<file path="src/rtl/seq_decimal_palindrome.sv">
// ---------------------------------------------------------------------------
// seq_decimal_palindrome
//
// Purpose:
//   Decides whether the decimal form of an unsigned binary operand reads the
//   same in both directions. The operand is first converted to BCD with a
//   sequential double-dabble (one bit per cycle). The number of significant
//   digits is then found, with leading zeros ignored. Digit pairs are then
//   compared from the outside in, one pair per cycle, and the walk stops at
//   the first mismatch.
//
// Ports:
//   clk        in   sole clock, rising edge
//   rst        in   synchronous active-high reset
//   start      in   request, sampled only while idle
//   n          in   [WIDTH-1:0] operand, captured on the accepted start
//   busy       out  high in every non-idle state, including DONE
//   done       out  one-cycle pulse, result valid
//   palindrome out  result, held until the next done or reset
//   ndigits    out  [$clog2(DIGITS+1)-1:0] significant digit count, updated
//                   with done (present only when DPAL_NDIGITS_EN is defined)
//
// Configuration macro: DPAL_NDIGITS_EN (enables the ndigits output).
// ---------------------------------------------------------------------------
module seq_decimal_palindrome #(
    parameter int WIDTH  = 16,
    parameter int DIGITS = 5
) (
    input  logic             clk,
    input  logic             rst,
    input  logic             start,
    input  logic [WIDTH-1:0] n,
    output logic             busy,
    output logic             done,
    output logic             palindrome
`ifdef DPAL_NDIGITS_EN
    ,
    output logic [$clog2(DIGITS+1)-1:0] ndigits
`endif
);

    localparam int CW = $clog2(WIDTH + 1);
    localparam int LW = $clog2(DIGITS + 1);
    localparam int BW = 4 * DIGITS;

    typedef enum logic [2:0] {
        S_IDLE,
        S_CONVERT,
        S_LEN,
        S_COMPARE,
        S_DONE
    } state_t;

    state_t          state_q, state_d;
    logic [WIDTH-1:0] n_q, n_d;        // operand, shifted out MSB first
    logic [BW-1:0]    bcd_q, bcd_d;
    logic [CW-1:0]    bit_cnt_q, bit_cnt_d;
    logic [LW-1:0]    len_q, len_d;
    logic [LW-1:0]    k_q, k_d;
    logic             pal_q, pal_d;
    logic [LW-1:0]    ndig_q, ndig_d;

    // Selects digit idx of a packed BCD vector. A loop over the digit
    // positions keeps the index arithmetic in int and the select constant.
    function automatic logic [3:0] digit_at(input logic [BW-1:0] v, input int idx);
        logic [3:0] r;
        r = 4'd0;
        for (int i = 0; i < DIGITS; i++) begin
            if (i == idx) r = v[4*i +: 4];
        end
        return r;
    endfunction

    // One double-dabble step: adjust each digit >= 5 by +3, then shift left
    // by one with the operand MSB entering digit 0.
    function automatic logic [BW-1:0] dabble(input logic [BW-1:0] v, input logic in_bit);
        logic [BW-1:0] adj;
        adj = v;
        for (int i = 0; i < DIGITS; i++) begin
            if (adj[4*i +: 4] >= 4'd5) adj[4*i +: 4] = adj[4*i +: 4] + 4'd3;
        end
        return {adj[BW-2:0], in_bit};
    endfunction

    logic [3:0] lo_digit, hi_digit;
    logic [LW-1:0] len_calc;

    always_comb begin
        // NOTE: every signal assigned here gets a default first, so no path
        // leaves one unassigned and no latch is inferred.
        state_d   = state_q;
        n_d       = n_q;
        bcd_d     = bcd_q;
        bit_cnt_d = bit_cnt_q;
        len_d     = len_q;
        k_d       = k_q;
        pal_d     = pal_q;
        ndig_d    = ndig_q;
        busy      = (state_q != S_IDLE);
        done      = (state_q == S_DONE);

        // Significant length: most significant nonzero digit + 1, minimum 1.
        len_calc = LW'(1);
        for (int i = 0; i < DIGITS; i++) begin
            if (bcd_q[4*i +: 4] != 4'd0) len_calc = LW'(i + 1);
        end

        lo_digit = digit_at(bcd_q, int'(k_q));
        hi_digit = digit_at(bcd_q, int'(len_q) - 1 - int'(k_q));

        unique case (state_q)
            S_IDLE: begin
                if (start) begin
                    n_d       = n;
                    bcd_d     = '0;
                    bit_cnt_d = '0;
                    state_d   = S_CONVERT;
                end
            end
            S_CONVERT: begin
                bcd_d     = dabble(bcd_q, n_q[WIDTH-1]);
                n_d       = n_q << 1;
                bit_cnt_d = bit_cnt_q + CW'(1);
                if (bit_cnt_q == CW'(WIDTH - 1)) state_d = S_LEN;
            end
            S_LEN: begin
                len_d = len_calc;
                k_d   = '0;
                if (len_calc <= LW'(1)) begin
                    pal_d   = 1'b1;
                    ndig_d  = len_calc;
                    state_d = S_DONE;
                end else begin
                    state_d = S_COMPARE;
                end
            end
            S_COMPARE: begin
                if (lo_digit != hi_digit) begin
                    pal_d   = 1'b0;
                    ndig_d  = len_q;
                    state_d = S_DONE;
                end else if (int'(k_q) == int'(len_q) / 2 - 1) begin
                    pal_d   = 1'b1;
                    ndig_d  = len_q;
                    state_d = S_DONE;
                end else begin
                    k_d = k_q + LW'(1);
                end
            end
            S_DONE: begin
                state_d = S_IDLE;
            end
            default: state_d = S_IDLE;
        endcase
    end

    // NOTE: state registers use non-blocking assignments so every register
    // samples the pre-edge values computed above.
    always_ff @(posedge clk) begin
        if (rst) begin
            state_q   <= S_IDLE;
            n_q       <= '0;
            bcd_q     <= '0;
            bit_cnt_q <= '0;
            len_q     <= '0;
            k_q       <= '0;
            pal_q     <= 1'b0;
            ndig_q    <= '0;
        end else begin
            state_q   <= state_d;
            n_q       <= n_d;
            bcd_q     <= bcd_d;
            bit_cnt_q <= bit_cnt_d;
            len_q     <= len_d;
            k_q       <= k_d;
            pal_q     <= pal_d;
            ndig_q    <= ndig_d;
        end
    end

    assign palindrome = pal_q;
`ifdef DPAL_NDIGITS_EN
    assign ndigits = ndig_q;
`endif

endmodule
</file>
<file path="config.mk">
export PLATFORM = sky130hd
export DESIGN_NAME = seq_decimal_palindrome
export DESIGN_NICKNAME = d
export VERILOG_FILES = /design/src/rtl/seq_decimal_palindrome.sv
export SDC_FILE = /design/constraint.sdc
export NUM_CORES = 1
export LEC_CHECK = 0
export CAP_MARGIN = 10
export CORE_MARGIN = 2
export CORE_UTILIZATION = 52
export CTS_CLUSTER_DIAMETER = 120
export CTS_CLUSTER_SIZE = 24
export DETAILED_ROUTE_END_ITERATION = 7
export GPL_TIMING_DRIVEN = 0
export PLACE_DENSITY = 0.81
export SLEW_MARGIN = 40
export SYNTH_ARGS = -nofsm -noshare
export SYNTH_HDL_FRONTEND = slang
export SYNTH_SLANG_ARGS = --single-unit
</file>
<file path="constraint.sdc">
create_clock -name clk -period 3.4 [get_ports clk]
set_input_delay 0.34 -clock clk [delete_from_list [all_inputs] [get_ports clk]]
set_output_delay 0.34 -clock clk [all_outputs]
set_load 0.1 [all_outputs]
</file>
==> impl_metrics.env, run 1 <==
export IMPL_yosysUniqueCellTypes=51
export IMPL_utilization=0.594
export IMPL_crit_required_ns=3.67
export IMPL_clock_fmax_mhz=310
export IMPL_postCtsSetupBuffers=0
export IMPL_synthTopCellsByCount="nor2_1 (71), dfxtp_1 (51), nand2_1 (42)"
export IMPL_avgSynthCellArea_sq_um=7.61
export IMPL_stdcell_count=548
export IMPL_min_period_ns=3.23
export IMPL_clock_sinks=51
export IMPL_crit_path_top_delay_cell="fa_2"
export IMPL_yosysWarnings=0
export IMPL_place_congestion=0.898
export IMPL_async_reset_ff_frac=0
export IMPL_grt_usage=0.235
export IMPL_layout_drive_gt1_share=0.0552
export IMPL_cts_buffers=5
export IMPL_crit_type="reg2reg"
export IMPL_synth_seq_area_share=0.302
export IMPL_synth_main_ff_cell="dfxtp_1"
export IMPL_power_mw=1.13
export IMPL_hold_class="reg2reg"
export IMPL_dp_cells=540
export IMPL_synth_edf_count=0
export IMPL_r2r_start="len_q[1]$_SDFFE_PP0P_"
export IMPL_start_kind="flop"
export IMPL_grt_ovfl_total=0
export IMPL_setup_tns_ns=0
export IMPL_p_leak_nw=1.40
export IMPL_syn_nets=490
export IMPL_yosys_cell_count_top_type="nor2_1"
export IMPL_cellPowerDensity_nw_per_um2=302
export IMPL_root_buffer="clkbuf_8"
export IMPL_drv_slew=0
export IMPL_clk_latency_ns=0.32
export IMPL_syn_to_final_growth_pct=10.9
export IMPL_cp_end_kind="flop"
export IMPL_die_h_microns=84.6
export IMPL_wl_per_cell_microns=15.1
export IMPL_fin_crit_sh=0.950
export IMPL_synth_cells=444
export IMPL_r2r_worst_path_cells=12
export IMPL_r2r_end="k_q[1]$_SDFFE_PP0P_"
export IMPL_holdPathEnd="bit_cnt_q[3]$_SDFFE_PP0P_"
export IMPL_fin_skew_ns=0.0183
export IMPL_finalHoldViolations=0
export IMPL_antennaDiodeCount=0
export IMPL_relSlewSlack=0.475
export IMPL_viasPerCell=5.99
export IMPL_dp_hpwl_microns=6160
export IMPL_drtIter0Drc=222
export IMPL_ant_nets=0
export IMPL_drt_total_wl_microns=8260
export IMPL_grt_pass1_wl_microns=14000
export IMPL_rows=29
export IMPL_hold_slack_ns=0.485
export IMPL_die_area_sq_um=7160
export IMPL_crit_path_max_incr_delay_ns=0.64
export IMPL_clockBufferDepth=2
export IMPL_vias=3284
export IMPL_core_area_sq_um=6310
export IMPL_portBuffers=19
export IMPL_final_nets=516
export IMPL_fp_dieW_microns=84.6
export IMPL_synth_top_cell_area_share=0.302
export IMPL_crit_path_cell_trace="inv_1, ha_1, fa_2, nand3_1, nor2_1, inv_1, o21ai_2, mux2_4, a22o_1, buf_6, a2111o_1, nand3_1"
export IMPL_ir_drop_mv=0.264
export IMPL_start_util=0.535
export IMPL_grt_max_degree=17
export IMPL_htree_levels=2
export IMPL_syn_cell_area_sq_um=3380
export IMPL_rsz0062_at_grt="no"
export IMPL_io_pins=22
export IMPL_hold_path_startpoint="bit_cnt_q[3]$_SDFFE_PP0P_"
export IMPL_outcome="finished, final reports clean"
export IMPL_firstDrtPassIters=7
export IMPL_synth_area_leaders="dfxtp_1 (30%), ha_1 (9.6%), nor2_1 (7.9%)"
export IMPL_synth_seq_cells=51
export IMPL_max_slew_worst_pin_slew_ns=0.783
export IMPL_arrival_ns=3.50
export IMPL_grt_pass1_vias=3144
export IMPL_synth_top_cell_by_area="dfxtp_1"
export IMPL_worstPathMaxFanout=9
export IMPL_holdPathStages=1
export IMPL_clk_pin_slew_ns=0.11
export IMPL_cts_tree="done"
export IMPL_drv_cap=0
export IMPL_worst_r2r_setup_slack_ns=0.17
export IMPL_antenna_found_initial=0
export IMPL_drc=0
export IMPL_final_setup_viol_count=0
==> worst max-delay path: cells and delay by family (launching register included) <==
kind | cells | cell delay (ns)
adders and majority gates | 2 | 0.96
muxes | 1 | 0.32
and+or+nand+nor | 3 | 0.35
AOI/OAI and AO/OA | 3 | 0.82
DFF | 1 | 0.39
buffers and inverters | 3 | 0.35
==> worst max-delay path by stage <==
stage	start	to	slack, ns
after floorplan	state_q[0]$_SDFFE_PP0P_	done	0.10
after global placement	len_q[1]$_SDFFE_PP0P_	k_q[2]$_SDFFE_PP0P_	0.21
after detailed placement	len_q[1]$_SDFFE_PP0P_	k_q[1]$_SDFFE_PP0P_	0.15
after CTS	len_q[1]$_SDFFE_PP0P_	k_q[1]$_SDFFE_PP0P_	0.12
after global routing	len_q[1]$_SDFFE_PP0P_	k_q[2]$_SDFFE_PP0P_	0.04
final	len_q[1]$_SDFFE_PP0P_	k_q[1]$_SDFFE_PP0P_	0.17
==> power by group <==
group	internal (mW)	switching (mW)	leakage (nW)	total [mW]
sequential	0.617	0.0121	0.415	0.629
combinational	0.0505	0.0822	0.938	0.133
clock	0.149	0.221	0.0454	0.370
total	0.816	0.316	1.40	1.13
==> flip-flops by register name, indices dropped and copies added (netlist names) <==
register,cells
bcd_q,20
n_q,16
bit_cnt_q,5
k_q,3
len_q,3
state_q,3
palindrome,1
==> final cells by class <==
class                   count  area (sq um)
well taps                  77          96.3
inverters                  23          86.3
multi-input cells         343          2160
clock inverters             2          17.5
plain buffers              27           121
repair buffers             19           175
clock buffers               6          72.6
fillers                   594          2560
flip-flops and latches     51          1020
==> layout by cell type, fill, tap and decap left out, types with 2 or more instances in the layout <==
master,instances
nor2_1,71
dfxtp_1,51
nand2_1,42
a21oi_1,35
o21ai_0,34
ha_1,26
inv_1,23
clkbuf_1,20
nand3_1,17
a211oi_1,17
clkdlybuf4s50_1,16
a22oi_1,12
nor3_1,9
nand2b_1,8
buf_2,6
nor3b_1,6
xnor2_1,6
xor2_1,5
clkbuf_8,5
nand3b_1,4
o211ai_1,4
o21ai_1,4
nand4_1,3
mux4_2,3
a221oi_1,3
and3_1,2
buf_1,2
and2_1,2
nor2b_1,2
buf_6,2
a32oi_1,2
o21ai_2,2
a311oi_1,2
a2111o_1,2
or3_1,2
clkinv_4,2
==> metal layers <==
layer  track usage  vias up  wire [microns]
met4        0.0967        0             138
met3        0.0393       12             321
met1         0.301     1563            3680
li1              -     1623               -
met2         0.393       86            4120
met5             0        -               0
==> per-stage QoR <==
stage,worst slack (ns),instance area [sq um]
finish,0.169,3750
global route,0.0358,3750
CTS,0.115,3750
detailed placement,0.150,3660
global placement,0.213,3670
floorplan,0.104,3380
==> what timing repair did <==
| item | 4_1_cts | 5_1_grt |
|---|---|---|
| gates resized for setup | 0 | 1 |
| hold buffers | 0 | 0 |
| setup endpoints to repair | 0 | 5 |
| hold endpoints to repair | 0 | 0 |
==> cell families after synthesis <==
kind of cell | synth area share
AOI/OAI and AO/OA | 0.236
xor gates and xnor gates | 0.0285
adders and majority gates | 0.102
buffers and inverters | 0.0614
DFF | 0.302
muxes | 0.0322
and+or+nand+nor | 0.238
(Power assumes the default switching activity.)
==> inputs of run 2 (changes only) <==
==> constraint.sdc (replaced) <==
create_clock -name clk -period 3.4 [get_ports clk]
set_input_delay 0.68 -clock clk [delete_from_list [all_inputs] [get_ports clk]]
set_output_delay 0.68 -clock clk [all_outputs]
set_load 0.1 [all_outputs]
==> run 2 against run 1 <==
Critical path depth did not move. Wire length decreased by 2.7%. Register-to-register slack barely moved. Clock power about the same. Sequential power about the same. Count of clock-buffer cells in the layout down 1. Hold slack gained 0.013 ns. Clock skew down 0.0019 ns. Utilization increased by 0.099 points. Largest power group unchanged. Highest routed layer unchanged.
==> impl_metrics.env, run 2 (same netlist as run 1, synthesis figures left out) <==
export IMPL_r2r_worst_path_cells=12
export IMPL_crit_end="k_q[2]$_SDFFE_PP0P_"
export IMPL_min_period_ns=3.22
export IMPL_crit_path_max_incr_delay_ns=0.63
export IMPL_crit_required_ns=3.66
export IMPL_cp_end_kind="flop"
export IMPL_clk_latency_ns=0.31
export IMPL_grt_ovfl_total=0
export IMPL_grt_max_degree=18
export IMPL_final_setup_viol_count=0
export IMPL_viasPerCell=5.97
export IMPL_max_slew_worst_pin_slew_ns=0.770
export IMPL_p_leak_nw=1.41
export IMPL_grt_pass1_wl_microns=13800
export IMPL_root_buffer="clkbuf_8"
export IMPL_syn_to_final_growth_pct=11.1
export IMPL_io_pins=22
export IMPL_power_frac_comb=0.117
export IMPL_switchingPower_uw=312
export IMPL_pwr_share_seq=0.558
export IMPL_relSlewSlack=0.484
export IMPL_core_area_sq_um=6310
export IMPL_cellPowerDensity_nw_per_um2=300
export IMPL_start_util=0.535
export IMPL_firstDrtPassIters=5
export IMPL_ir_drop_mv=0.217
export IMPL_crit_path_cell_trace="inv_1, ha_1, fa_2, nand3_1, nor2_1, inv_1, o21ai_2, mux2_4, a22o_1, buf_6, a2111o_1, nand3_1"
export IMPL_finalHoldViolations=0
export IMPL_portBuffers=19
export IMPL_fp_dieW_microns=84.6
export IMPL_setup_tns_ns=0
export IMPL_layout_common_cells="nor2_1 (71), dfxtp_1 (51), nand2_1 (42), a21oi_1 (35), o21ai_0 (34)"
export IMPL_ctsHoldBuffers=0
export IMPL_r2r_start="len_q[0]$_SDFFE_PP0P_"
export IMPL_p_int_uw=816
export IMPL_r2r_end="k_q[2]$_SDFFE_PP0P_"
export IMPL_start_kind="flop"
export IMPL_antennaDiodeCount=0
export IMPL_largest_reg_flops=20
export IMPL_arrival_ns=3.49
export IMPL_rows=29
export IMPL_clk_pin_slew_ns=0.10
export IMPL_die_h_microns=84.6
export IMPL_clockBufferDepth=2
export IMPL_clock_fmax_mhz=310
export IMPL_fin_skew_ns=0.0164
export IMPL_outcome="finished, final reports clean"
export IMPL_hold_path_startpoint="bit_cnt_q[3]$_SDFFE_PP0P_"
export IMPL_clock_sinks=51
export IMPL_drt_total_wl_microns=8040
export IMPL_vias=3273
export IMPL_rsz0062_at_grt="no"
export IMPL_die_area_sq_um=7160
export IMPL_crit_path_top_delay_cell="fa_2"
export IMPL_layout_commonest_cell="nor2_1"
export IMPL_wl_per_cell_microns=14.7
export IMPL_power_mw=1.13
export IMPL_cts_buffers=5
export IMPL_crit_family="adder cells"
export IMPL_drv_slew=0
export IMPL_antenna_found_initial=0
export IMPL_dp_cells=540
export IMPL_regMostFlops="bcd_q"
export IMPL_fin_crit_sh=0.948
export IMPL_top_regs="bcd_q: 20 flops, n_q: 16 flops, bit_cnt_q: 5 flops"
export IMPL_final_nets=516
export IMPL_layout_drive_gt1_share=0.0594
export IMPL_drc=0
export IMPL_crit_path_start="len_q[0]$_SDFFE_PP0P_"
export IMPL_ant_nets=0
export IMPL_crit_type="reg2reg"
export IMPL_grt_usage=0.231
export IMPL_place_congestion=0.899
export IMPL_worstSetupPathDepth=12
export IMPL_htree_levels=2
export IMPL_worst_r2r_setup_slack_ns=0.18
export IMPL_p_sw_frac=0.277
export IMPL_drv_cap=0
export IMPL_pwr_share_clk=0.325
export IMPL_layout_setup_ws_ns=0.176
export IMPL_drtIter0Drc=234
export IMPL_worstPathMaxFanout=9
export IMPL_hold_class="reg2reg"
export IMPL_grt_pass1_vias=3029
export IMPL_cp_buffers_inverters=3
export IMPL_dpl_worst_slack_ns=0.159
export IMPL_cts_tree="done"
export IMPL_dp_hpwl_microns=6140
export IMPL_stdcell_count=548
## run 2: through the flow
| step | area [sq um] | hold slack (ns) | utilization |
|---|---|---|---|
| finish | 3760 | 0.499 | 0.595 |
| global route | 3760 | 0.516 | 0.595 |
| CTS | 3750 | 0.490 | 0.595 |
| detailed placement | 3660 | 0.476 | 0.580 |
| global placement | 3670 | 0.458 | 0.582 |
| floorplan | 3390 | 0.439 | - |
## run 2: metal layers
layer  global-route usage  wire, microns
met3               0.0315            341
met4               0.0909            191
met1                0.301           3490
met2                0.388           4020
met5                    0              0
## run 2: repair_timing
| item | 4_1_cts | 5_1_grt |
|---|---|---|
| setup endpoints to repair | 0 | 2 |
| resized for setup | 0 | 1 |
| buffers inserted | 0 | 0 |
## run 2: worst min-delay path by stage
stage,to,slack [ns],cells after the start
6_report,bit_cnt_q[3]$_SDFFE_PP0P_,0.50,1
5_1_grt,bit_cnt_q[3]$_SDFFE_PP0P_,0.52,1
4_1_cts,bit_cnt_q[3]$_SDFFE_PP0P_,0.49,1
3_5_place_dp,bit_cnt_q[3]$_SDFFE_PP0P_,0.48,1
3_3_place_gp,bit_cnt_q[3]$_SDFFE_PP0P_,0.46,1
2_1_floorplan,bit_cnt_q[3]$_SDFFE_PP0P_,0.44,1
## run 2: power groups by stage
stage | Combinational [mW] | Clock (mW) | Sequential [mW]
after floorplan | 0.0868 | 0 | 0.639
after global placement | 0.128 | 0 | 0.642
after global routing | 0.148 | 0.396 | 0.631
final | 0.132 | 0.367 | 0.629
after detailed placement | 0.131 | 0 | 0.642
after CTS | 0.131 | 0.377 | 0.629
## run 2: cell type report
class,count,area [sq um]
Inverter,23,86.3
Timing Repair Buffer,19,175
Tap cell,77,96.3
Clock buffer,5,68.8
Clock inverter,3,22.5
Multi-Input combinational cell,343,2160
Buffer,27,121
Fill cell,594,2560
Sequential cell,51,1020
